`config.mk`:
```
export PLATFORM = sky130hd
export DESIGN_NAME = mem_access_ctrl_flat
export DESIGN_NICKNAME = d
export VERILOG_FILES = /design/src/rtl/mem_access_ctrl_if.sv /design/src/rtl/mem_access_ctrl.sv /design/src/flat_wrapper.sv
export SDC_FILE = /design/constraint.sdc
export NUM_CORES = 1
export LEC_CHECK = 0
export CORE_ASPECT_RATIO = 1.2
export CORE_MARGIN = 2
export CORE_UTILIZATION = 38
export CTS_CLUSTER_DIAMETER = 80
export DETAILED_ROUTE_END_ITERATION = 12
export PLACE_DENSITY = 0.92
export SYNTH_ARGS = -nofsm -noshare
export SYNTH_HDL_FRONTEND = slang
export SYNTH_SLANG_ARGS = --single-unit
```
`constraint.sdc`:
```
create_clock -name CLK -period 4.3 [get_ports CLK]
set_clock_uncertainty 0.05 [all_clocks]
set_input_delay 0.86 -clock CLK [delete_from_list [all_inputs] [get_ports CLK]]
set_output_delay 0.86 -clock CLK [all_outputs]
set_load 0.01 [all_outputs]
```
`src/rtl/mem_access_ctrl_if.sv`:
```
// CPU-side and memory-side signal bundle for mem_access_ctrl.
// The slave modport is the controller's view; master is the environment (CPU + memories).
interface mem_access_ctrl_if;
    logic        REQ;
    logic        WE;
    logic [31:0] ADDR;
    logic [31:0] WDATA;
    logic [31:0] RDATA;
    logic        READY;
    logic        STALL;
    logic        ERR;
    logic        INT_CS;
    logic        INT_WE;
    logic [31:0] INT_ADDR;
    logic [31:0] INT_WDATA;
    logic [31:0] INT_RDATA;
    logic        EXT_REQ;
    logic        EXT_WE;
    logic [31:0] EXT_ADDR;
    logic [31:0] EXT_WDATA;
    logic        EXT_ACK;
    logic [31:0] EXT_RDATA;

    modport slave (
        input  REQ, WE, ADDR, WDATA, INT_RDATA, EXT_ACK, EXT_RDATA,
        output RDATA, READY, STALL, ERR, INT_CS, INT_WE, INT_ADDR, INT_WDATA,
               EXT_REQ, EXT_WE, EXT_ADDR, EXT_WDATA
    );

    modport master (
        output REQ, WE, ADDR, WDATA, INT_RDATA, EXT_ACK, EXT_RDATA,
        input  RDATA, READY, STALL, ERR, INT_CS, INT_WE, INT_ADDR, INT_WDATA,
               EXT_REQ, EXT_WE, EXT_ADDR, EXT_WDATA
    );
endinterface

```
`src/rtl/mem_access_ctrl.sv`:
```
// Routes single CPU accesses to an internal window [INF, SUP) or an external bus.
// Optional external-wait timeout with ERR reporting is built when MEMCTRL_TIMEOUT_EN is defined.
//
// state       | meaning
// ST_IDLE     | waiting for REQ; latches address/data/direction
// ST_INT      | internal memory selected for one cycle
// ST_EXT_WAIT | external request held until EXT_ACK (or timeout)
// ST_DONE     | READY pulse, then back to idle
module mem_access_ctrl #(
    parameter logic [31:0] INF         = 32'h4B00,
    parameter logic [31:0] SUP         = 32'h4F00,
    parameter int          EXT_TIMEOUT = 16
) (
    input  logic              CLK,
    input  logic              RST,
    mem_access_ctrl_if.slave  bus
);

    typedef enum logic [1:0] {
        ST_IDLE     = 2'd0,
        ST_INT      = 2'd1,
        ST_EXT_WAIT = 2'd2,
        ST_DONE     = 2'd3
    } state_t;

    state_t      state_q, state_d;
    logic [31:0] addr_q, addr_d;
    logic [31:0] wdata_q, wdata_d;
    logic        we_q, we_d;
    logic [31:0] rdata_q, rdata_d;
    logic        ready_q, ready_d;
    logic        int_cs_q, int_cs_d;
    logic        int_we_q, int_we_d;
    logic        ext_req_q, ext_req_d;
    logic        ext_we_q, ext_we_d;
    logic        in_window;

`ifdef MEMCTRL_TIMEOUT_EN
    localparam int CW = $clog2(EXT_TIMEOUT + 1);
    logic [CW-1:0] cnt_q, cnt_d;
    logic          err_q, err_d;
`else
    logic          unused_timeout;
    assign unused_timeout = ^EXT_TIMEOUT;
`endif

    assign in_window = (bus.ADDR >= INF) && (bus.ADDR < SUP);

    always_comb begin
        state_d   = state_q;
        addr_d    = addr_q;
        wdata_d   = wdata_q;
        we_d      = we_q;
        rdata_d   = rdata_q;
        ready_d   = 1'b0;
        int_cs_d  = 1'b1;
        int_we_d  = 1'b0;
        ext_req_d = ext_req_q;
        ext_we_d  = ext_we_q;
`ifdef MEMCTRL_TIMEOUT_EN
        cnt_d     = cnt_q;
        err_d     = 1'b0;
`endif
        case (state_q)
            ST_IDLE: begin
                if (bus.REQ) begin
                    addr_d  = bus.ADDR;
                    wdata_d = bus.WDATA;
                    we_d    = bus.WE;
                    if (in_window) begin
                        state_d  = ST_INT;
                        int_cs_d = 1'b0;
                        int_we_d = bus.WE;
                    end else begin
                        state_d   = ST_EXT_WAIT;
                        ext_req_d = 1'b1;
                        ext_we_d  = bus.WE;
`ifdef MEMCTRL_TIMEOUT_EN
                        cnt_d     = '0;
`endif
                    end
                end
            end
            ST_INT: begin
                if (!we_q) rdata_d = bus.INT_RDATA;
                state_d = ST_DONE;
                ready_d = 1'b1;
            end
            ST_EXT_WAIT: begin
                // an ACK in the final counted cycle still wins over the timeout
                if (bus.EXT_ACK) begin
                    if (!we_q) rdata_d = bus.EXT_RDATA;
                    state_d   = ST_DONE;
                    ready_d   = 1'b1;
                    ext_req_d = 1'b0;
                    ext_we_d  = 1'b0;
                end
`ifdef MEMCTRL_TIMEOUT_EN
                else if (cnt_q == CW'(EXT_TIMEOUT - 1)) begin
                    state_d   = ST_DONE;
                    ready_d   = 1'b1;
                    err_d     = 1'b1;
                    ext_req_d = 1'b0;
                    ext_we_d  = 1'b0;
                end else begin
                    cnt_d = cnt_q + 1'b1;
                end
`endif
            end
            ST_DONE: begin
                state_d = ST_IDLE;
            end
            default: begin
                state_d = ST_IDLE;
            end
        endcase
    end

    always_ff @(posedge CLK or posedge RST) begin
        if (RST) begin
            state_q   <= ST_IDLE;
            addr_q    <= '0;
            wdata_q   <= '0;
            we_q      <= 1'b0;
            rdata_q   <= '0;
            ready_q   <= 1'b0;
            int_cs_q  <= 1'b1;
            int_we_q  <= 1'b0;
            ext_req_q <= 1'b0;
            ext_we_q  <= 1'b0;
`ifdef MEMCTRL_TIMEOUT_EN
            cnt_q     <= '0;
            err_q     <= 1'b0;
`endif
        end else begin
            state_q   <= state_d;
            addr_q    <= addr_d;
            wdata_q   <= wdata_d;
            we_q      <= we_d;
            rdata_q   <= rdata_d;
            ready_q   <= ready_d;
            int_cs_q  <= int_cs_d;
            int_we_q  <= int_we_d;
            ext_req_q <= ext_req_d;
            ext_we_q  <= ext_we_d;
`ifdef MEMCTRL_TIMEOUT_EN
            cnt_q     <= cnt_d;
            err_q     <= err_d;
`endif
        end
    end

    assign bus.RDATA     = rdata_q;
    assign bus.READY     = ready_q;
    assign bus.STALL     = bus.REQ & ~ready_q;
    assign bus.INT_CS    = int_cs_q;
    assign bus.INT_WE    = int_we_q;
    assign bus.INT_ADDR  = addr_q;
    assign bus.INT_WDATA = wdata_q;
    assign bus.EXT_REQ   = ext_req_q;
    assign bus.EXT_WE    = ext_we_q;
    assign bus.EXT_ADDR  = addr_q;
    assign bus.EXT_WDATA = wdata_q;
`ifdef MEMCTRL_TIMEOUT_EN
    assign bus.ERR       = err_q;
`else
    assign bus.ERR       = 1'b0;
`endif

endmodule

```
`src/flat_wrapper.sv`:
```
// flat-port wrapper written by rule: the top's interface ports become plain ports
module mem_access_ctrl_flat 
#(
    parameter logic [31:0] INF         = 32'h4B00,
    parameter logic [31:0] SUP         = 32'h4F00,
    parameter int          EXT_TIMEOUT = 16
)
  (CLK, RST, bus_REQ, bus_WE, bus_ADDR, bus_WDATA, bus_INT_RDATA, bus_EXT_ACK, bus_EXT_RDATA, bus_RDATA, bus_READY, bus_STALL, bus_ERR, bus_INT_CS, bus_INT_WE, bus_INT_ADDR, bus_INT_WDATA, bus_EXT_REQ, bus_EXT_WE, bus_EXT_ADDR, bus_EXT_WDATA);
  mem_access_ctrl_if bus_i ();
  input  logic CLK;
  input  logic RST;
  input wire logic [$bits(bus_i.REQ)-1:0] bus_REQ;
  input wire logic [$bits(bus_i.WE)-1:0] bus_WE;
  input wire logic [$bits(bus_i.ADDR)-1:0] bus_ADDR;
  input wire logic [$bits(bus_i.WDATA)-1:0] bus_WDATA;
  input wire logic [$bits(bus_i.INT_RDATA)-1:0] bus_INT_RDATA;
  input wire logic [$bits(bus_i.EXT_ACK)-1:0] bus_EXT_ACK;
  input wire logic [$bits(bus_i.EXT_RDATA)-1:0] bus_EXT_RDATA;
  output wire logic [$bits(bus_i.RDATA)-1:0] bus_RDATA;
  output wire logic [$bits(bus_i.READY)-1:0] bus_READY;
  output wire logic [$bits(bus_i.STALL)-1:0] bus_STALL;
  output wire logic [$bits(bus_i.ERR)-1:0] bus_ERR;
  output wire logic [$bits(bus_i.INT_CS)-1:0] bus_INT_CS;
  output wire logic [$bits(bus_i.INT_WE)-1:0] bus_INT_WE;
  output wire logic [$bits(bus_i.INT_ADDR)-1:0] bus_INT_ADDR;
  output wire logic [$bits(bus_i.INT_WDATA)-1:0] bus_INT_WDATA;
  output wire logic [$bits(bus_i.EXT_REQ)-1:0] bus_EXT_REQ;
  output wire logic [$bits(bus_i.EXT_WE)-1:0] bus_EXT_WE;
  output wire logic [$bits(bus_i.EXT_ADDR)-1:0] bus_EXT_ADDR;
  output wire logic [$bits(bus_i.EXT_WDATA)-1:0] bus_EXT_WDATA;
  assign bus_i.REQ = bus_REQ;
  assign bus_i.WE = bus_WE;
  assign bus_i.ADDR = bus_ADDR;
  assign bus_i.WDATA = bus_WDATA;
  assign bus_i.INT_RDATA = bus_INT_RDATA;
  assign bus_i.EXT_ACK = bus_EXT_ACK;
  assign bus_i.EXT_RDATA = bus_EXT_RDATA;
  assign bus_RDATA = bus_i.RDATA;
  assign bus_READY = bus_i.READY;
  assign bus_STALL = bus_i.STALL;
  assign bus_ERR = bus_i.ERR;
  assign bus_INT_CS = bus_i.INT_CS;
  assign bus_INT_WE = bus_i.INT_WE;
  assign bus_INT_ADDR = bus_i.INT_ADDR;
  assign bus_INT_WDATA = bus_i.INT_WDATA;
  assign bus_EXT_REQ = bus_i.EXT_REQ;
  assign bus_EXT_WE = bus_i.EXT_WE;
  assign bus_EXT_ADDR = bus_i.EXT_ADDR;
  assign bus_EXT_WDATA = bus_i.EXT_WDATA;
  mem_access_ctrl #(.INF(INF), .SUP(SUP), .EXT_TIMEOUT(EXT_TIMEOUT)) u_core (.CLK(CLK), .RST(RST), .bus(bus_i));
endmodule
```
==> flow_summary.toml, run 1 <==
[clocking]
cts_sinks = 104
cts_tree = "done"
cts_buffers = 9
root_buffer = "clkbuf_16"
clk_latency_ns = 0.33
clkTransAtPathRegs_ns = 0.07
cts_buffer_depth = 2
cts_setup_buffers = 0
h-tree-depth = 3
cts-resized-gates = 0
cts_hold_buf = 0

[yosys]
yosysWarnings = 0
yosys.area_share.simple_pct = 6.72
avgSynthCellArea_sq_um = 12.3
synth_enable_flop_cells = 0
syn_inst = 399
synth_compound_area_share_pct = 4.80
synth_fp_nets = 536
yosysSeqAreaShare_pct = 53.2
synthArstFlopShare_pct = 100
ys_ff_latch = 104
yosys.area_share.adder_pct = 1.02
synth_ff_type = "dfrtp_1"
synth_top_family_by_area = "multiplexers"
netlist_area_sq_um = 4900
synth_xor_area_share_pct = 0
synthMuxAreaShare_pct = 21.7
ys_types = 34

[floorplanning]
core_sq_um = 12600
die_w_um = 108
ios = 300
dieArea_sq_um = 13800
chipHeight_um = 128
initial_utilization_pct = 38.8
rows = 45

[timing]
relSlewSlack_pct = 26.9
final-hold-violation-count = 0
tns_ns = 0
tightest_slew_ns = 1.10
min_period_ns = 3.06
finalSetupViolations = 0
timing.fmax_mhz = 327
rsz0062_at_grt = "no"
fin_crit_sh_pct = 71.2
worst_slack_ns = 1.24
finalMaxSlewViolations = 0

[grt]
grt_usage_pct = 18.9
first_global_vias = 4037
grt_pass1_wl_um = 20500
grt_max_degree = 92
grt-ovfl-total = 0
antenna_found_initial = 0

[route]
wire_per_inst_um = 16.7
ant_nets = 0
vias = 3790
vias_per_cell = 4.75
drt_first_pass_iters = 4
remaining_drc_errors = 0
drt_wl_total_um = 13300
drt_iter0_markers = 111

[power]
power_density_nw_per_um2 = 751
peakVddDrop_uv = 383
p_leak_uw = 0.00318
total_power_uw = 5890

[worst_setup_path]
reg2reg_to = "u_core.bus.RDATA[18]$_DFFE_PP0P_"
crit_path_start = "bus_REQ"
ff2ff_setup_slack_ns = 1.89
crit_end = "bus_STALL"
worstPathRequired_ns = 3.39
critical_path_class = "in2out"
r2r-start = "u_core.state_q[0]$_DFFE_PP0P_"
path_max_fanout = 6
cp_data_arrival_time_ns = 2.15
crit_path_end_kind = "primary output"
r2r_cells = 8
start_kind = "input pin"

[final_layout]
layout_common_cells = "298 x clkdlybuf4s50_1, 103 x dfrtp_1, 59 x mux2_2, 36 x nor2_1"
fin_nets = 766
final_common_cell = "clkdlybuf4s50_1"
drive_above_1_share_pct = 14.5
area_growth_pct = 60.2
fin_cells = 798
antenna_cells = 0

[place]
dp_hpwl_um = 10600
dpl.cell_count = 782
port_buffers = 298
dp_slack_ns = 1.23
place.gp.congestion = 0.789

[worst_hold_path]
min_path_type = "reg2reg"
hold_start = "u_core.bus.EXT_WDATA[28]$_DFFE_PP0P_"

[flow_run]
cap_violations = 0

[run_status]
outcome = "finished clean"
## stage by stage
step | util, % | area [sq um] | hold WS [ns]
final | 62.2 | 7850 | 0.474
after global routing | 62.2 | 7850 | 0.496
after CTS | 62.2 | 7850 | 0.477
after detailed placement | 59.7 | 7530 | 0.459
after global placement | 59.7 | 7530 | 0.443
after floorplan | - | 4900 | 0.425
## power by group
group | total, uW | internal (uW) | switching [uW]
Combinational | 3210 | 1930 | 1280
Clock | 846 | 476 | 371
Sequential | 1840 | 1470 | 368
Total | 5890 | 3880 | 2020
## per-layer routing
layer / share of wire (%) / GRT usage, % / wire (um)
met5: 0 / 0 / 0
met4: 2.2 / 6.94 / 298
met3: 9.2 / 5.37 / 1220
met2: 55 / 36.1 / 7290
met1: 34 / 19.5 / 4500
## critical path, cell delays in order
cell and delay, ns:
clkdlybuf4s50_1 0.59, nor2b_1 0.17, clkdlybuf4s50_1 0.54
## worst min-delay path by stage
stage | depth (start not counted) | slack, ns | to
floorplan | 2 | 0.42 | u_core.state_q[1]$_DFFE_PP0P_
global placement | 1 | 0.44 | u_core.bus.EXT_WDATA[7]$_DFFE_PP0P_
detailed placement | 1 | 0.46 | u_core.bus.EXT_WDATA[28]$_DFFE_PP0P_
CTS | 1 | 0.48 | u_core.bus.EXT_WDATA[28]$_DFFE_PP0P_
global route | 1 | 0.50 | u_core.bus.EXT_WDATA[28]$_DFFE_PP0P_
finish | 1 | 0.47 | u_core.bus.EXT_WDATA[28]$_DFFE_PP0P_
## kinds of logic (layout without fill, tap and decap cells)
group,Yosys count,in the layout
other cells,1,1
mux,98,98
compound gates,42,42
fa+ha+maj,4,4
flops,104,104
simple gates,61,61
buf+inv,89,324
## state kept, by name (all words and copies together) (netlist names)
register and flops:
u_core.bus.EXT_ADDR 32, u_core.bus.EXT_WDATA 32, u_core.bus.RDATA 32, u_core.state_q 2, u_core.bus.EXT_REQ 1, u_core.bus.EXT_WE 1
u_core.bus.INT_CS 1, u_core.bus.INT_WE 1, u_core.bus.READY 1, u_core.we_q 1
## synthesized netlist by cell type (all sizes together) (2+ instances only)
master,n,area (sq um)
dfrtp,103,2580
nand2,8,32.5
nor4b,2,38.8
inv,6,22.5
o21ai,2,10.0
a21oi,33,165
mux2i,33,330
buf,82,586
nor2b,3,18.8
nor2,37,146
nand4,4,31.3
nor4,3,37.5
mux2,65,732
ha,4,50.1
## area by class of cell
cell class	instances	area [sq um]
multi-input combinational	206	1680
clock buffer	10	239
sequential	104	2600
fill	982	4770
inverter	6	25.0
tap	164	205
clock inverter	6	75.1
timing repair buffer	302	3010
(Power assumes the default switching activity.)
==> inputs of run 2 (changes only) <==
==> constraint.sdc (replaced) <==
create_clock -name CLK -period 3.1 [get_ports CLK]
set_clock_uncertainty 0.05 [all_clocks]
set_input_delay 0.62 -clock CLK [delete_from_list [all_inputs] [get_ports CLK]]
set_output_delay 0.62 -clock CLK [all_outputs]
set_load 0.01 [all_outputs]
==> flow_summary.toml, run 2 (synthesized netlist as in run 1, its figures left out) <==
[route]
ant_nets = 0
drt_iter0_markers = 81
drt_wl_total_um = 12900
remaining_drc_errors = 0
vias_per_cell = 4.70
wire_per_inst_um = 16.2
drt_first_pass_iters = 4
vias = 3757

[final_layout]
fin_nets = 766
fin_cells = 799
stdcell_area_sq_um = 7870
final_common_cell = "clkdlybuf4s50_1"
regArea_sq_um = 2600
drive_above_1_share_pct = 14.2
nFillCells = 1003
layout_common_cells = "298 x clkdlybuf4s50_1, 103 x dfrtp_1, 59 x mux2_2, 36 x nor2_1"
area_growth_pct = 60.8
multi_input_area_sq_um = 1680

[clocking]
cts_tree = "done"
cts-resized-gates = 0
cts_buffers = 9
cts_buffer_depth = 2
root_buffer = "clkbuf_16"
clk_latency_ns = 0.33
h-tree-depth = 3
cts_sinks = 104
cts_hold_buf = 0
cts_setup_buffers = 0
clkTransAtPathRegs_ns = 0.07

[timing]
relSlewSlack_pct = 57.1
tightest_slew_ns = 0.642
final-hold-violation-count = 0
finalSetupViolations = 0
finalMaxSlewViolations = 0
tns_ns = 0
fin_crit_sh_pct = 83.1
min_period_ns = 2.58
timing.fmax_mhz = 388
rsz0062_at_grt = "no"

[worst_setup_path]
crit_family = "buffers and inverters"
path_buf_inv = 2
slowest_delay_ns = 0.60
crit_path_end_kind = "primary output"
worstPathRequired_ns = 2.43
critPathSlowestCell = "clkdlybuf4s50_1"
start_kind = "input pin"
cpMostUsedCell = "clkdlybuf4s50_1"
path_max_fanout = 6
cp_data_arrival_time_ns = 1.91
crit_chain = "clkdlybuf4s50_1 -> nor2b_1 -> clkdlybuf4s50_1"
critical_path_class = "in2out"

[grt]
grt_usage_pct = 18.7
first_global_vias = 3900
grt_pass1_wl_um = 20200
grt_max_degree = 105
grt-ovfl-total = 0
antenna_found_initial = 1

[power]
seqPwrFrac_pct = 31.1
peakVddDrop_uv = 489
p_leak_uw = 0.00319
power_density_nw_per_um2 = 1040
p_clk_share_pct = 14.8
p_int_uw = 5460
combPwrFrac_pct = 54.1
switching_power_uw = 2750
sw_frac_of_total_pct = 33.5

[place]
place.gp.congestion = 0.768
dp_hpwl_um = 10300
port_buffers = 298
place_area_sq_um = 7540
dpl.cell_count = 782

[worst_hold_path]
min_path_type = "reg2reg"

[floorplanning]
die_w_um = 108
core_sq_um = 12600
chipHeight_um = 128
rows = 45
ios = 300
initial_utilization_pct = 38.8
dieArea_sq_um = 13800

[flow_run]
cap_violations = 0

[run_status]
outcome = "finished clean"
==> run 2: changes by cell type in the layout (fill, tap and decap cells not counted), sizes merged <==
cell,previous run,this run
bufinv,1,2
clkbuf,10,12
diode,0,1
inv,8,5
==> run 2: worst paths after layout <==
path / startpoint / to / slack (ns) / cells past startpoint
setup / recovery: bus_REQ / bus_STALL / 0.52 / 3
hold / removal: u_core.bus.EXT_WDATA[7]$_DFFE_PP0P_ / u_core.bus.EXT_WDATA[7]$_DFFE_PP0P_ / 0.47 / 1
setup reg to reg: u_core.state_q[0]$_DFFE_PP0P_ / u_core.bus.EXT_WDATA[24]$_DFFE_PP0P_ / 1.04 / 5
hold reg to reg: u_core.bus.EXT_WDATA[7]$_DFFE_PP0P_ / u_core.bus.EXT_WDATA[7]$_DFFE_PP0P_ / 0.47 / 1
max in group asynchronous: RST / u_core.bus.EXT_ADDR[2]$_DFFE_PP0P_ / 1.81 / 3
min in group asynchronous: RST / u_core.bus.RDATA[27]$_DFFE_PP0P_ / 0.67 / 3
==> run 2: area by class of cell <==
class	count	area share (%)
Antenna cell	1	0.0318
Sequential cell	104	33.1
Multi-Input combinational cell	206	21.4
Clock inverter	4	0.986
Inverter	6	0.334
Clock buffer	12	3.13
Tap cell	164	2.61
Timing Repair Buffer	302	38.4
==> run 2: power by group through the flow <==
stage / Sequential [uW] / Combinational (uW) / Clock (uW)
after floorplan: 2770 / 2200 / 0
after global placement: 2510 / 4370 / 0
after detailed placement: 2580 / 4490 / 0
after CTS: 2560 / 4500 / 1250
after global routing: 2640 / 4760 / 1300
final: 2550 / 4440 / 1220
==> run 2: stage by stage <==
stage / hold WS, ns / setup WS, ns / util (%) / power [uW]
floorplan: 0.425 / 1.19 / - / 4970
global placement: 0.446 / 0.508 / 59.8 / 6880
detailed placement: 0.466 / 0.514 / 59.8 / 7070
CTS: 0.480 / 0.510 / 62.4 / 8310
global route: 0.506 / 0.451 / 62.4 / 8710
finish: 0.474 / 0.525 / 62.4 / 8210
==> run 2: layer usage <==
| layer | vias to the layer above | part of all wire [%] | GRT usage [%] |
|---|---|---|---|
| li1 | 1764 | - | - |
| met5 | - | 0 | 0 |
| met3 | 13 | 9.2 | 5.17 |
| met2 | 193 | 52 | 33.6 |
| met4 | 0 | 1.4 | 5.58 |
| met1 | 1787 | 37 | 21.6 |
==> run 2: worst reg2reg max path: stages (launching register included) <==
cell	delay (ns)
dfrtp_1	0.39
inv_1	0.13
ha_1	0.33
and2_2	0.20
buf_4	0.42
mux2_2	0.42
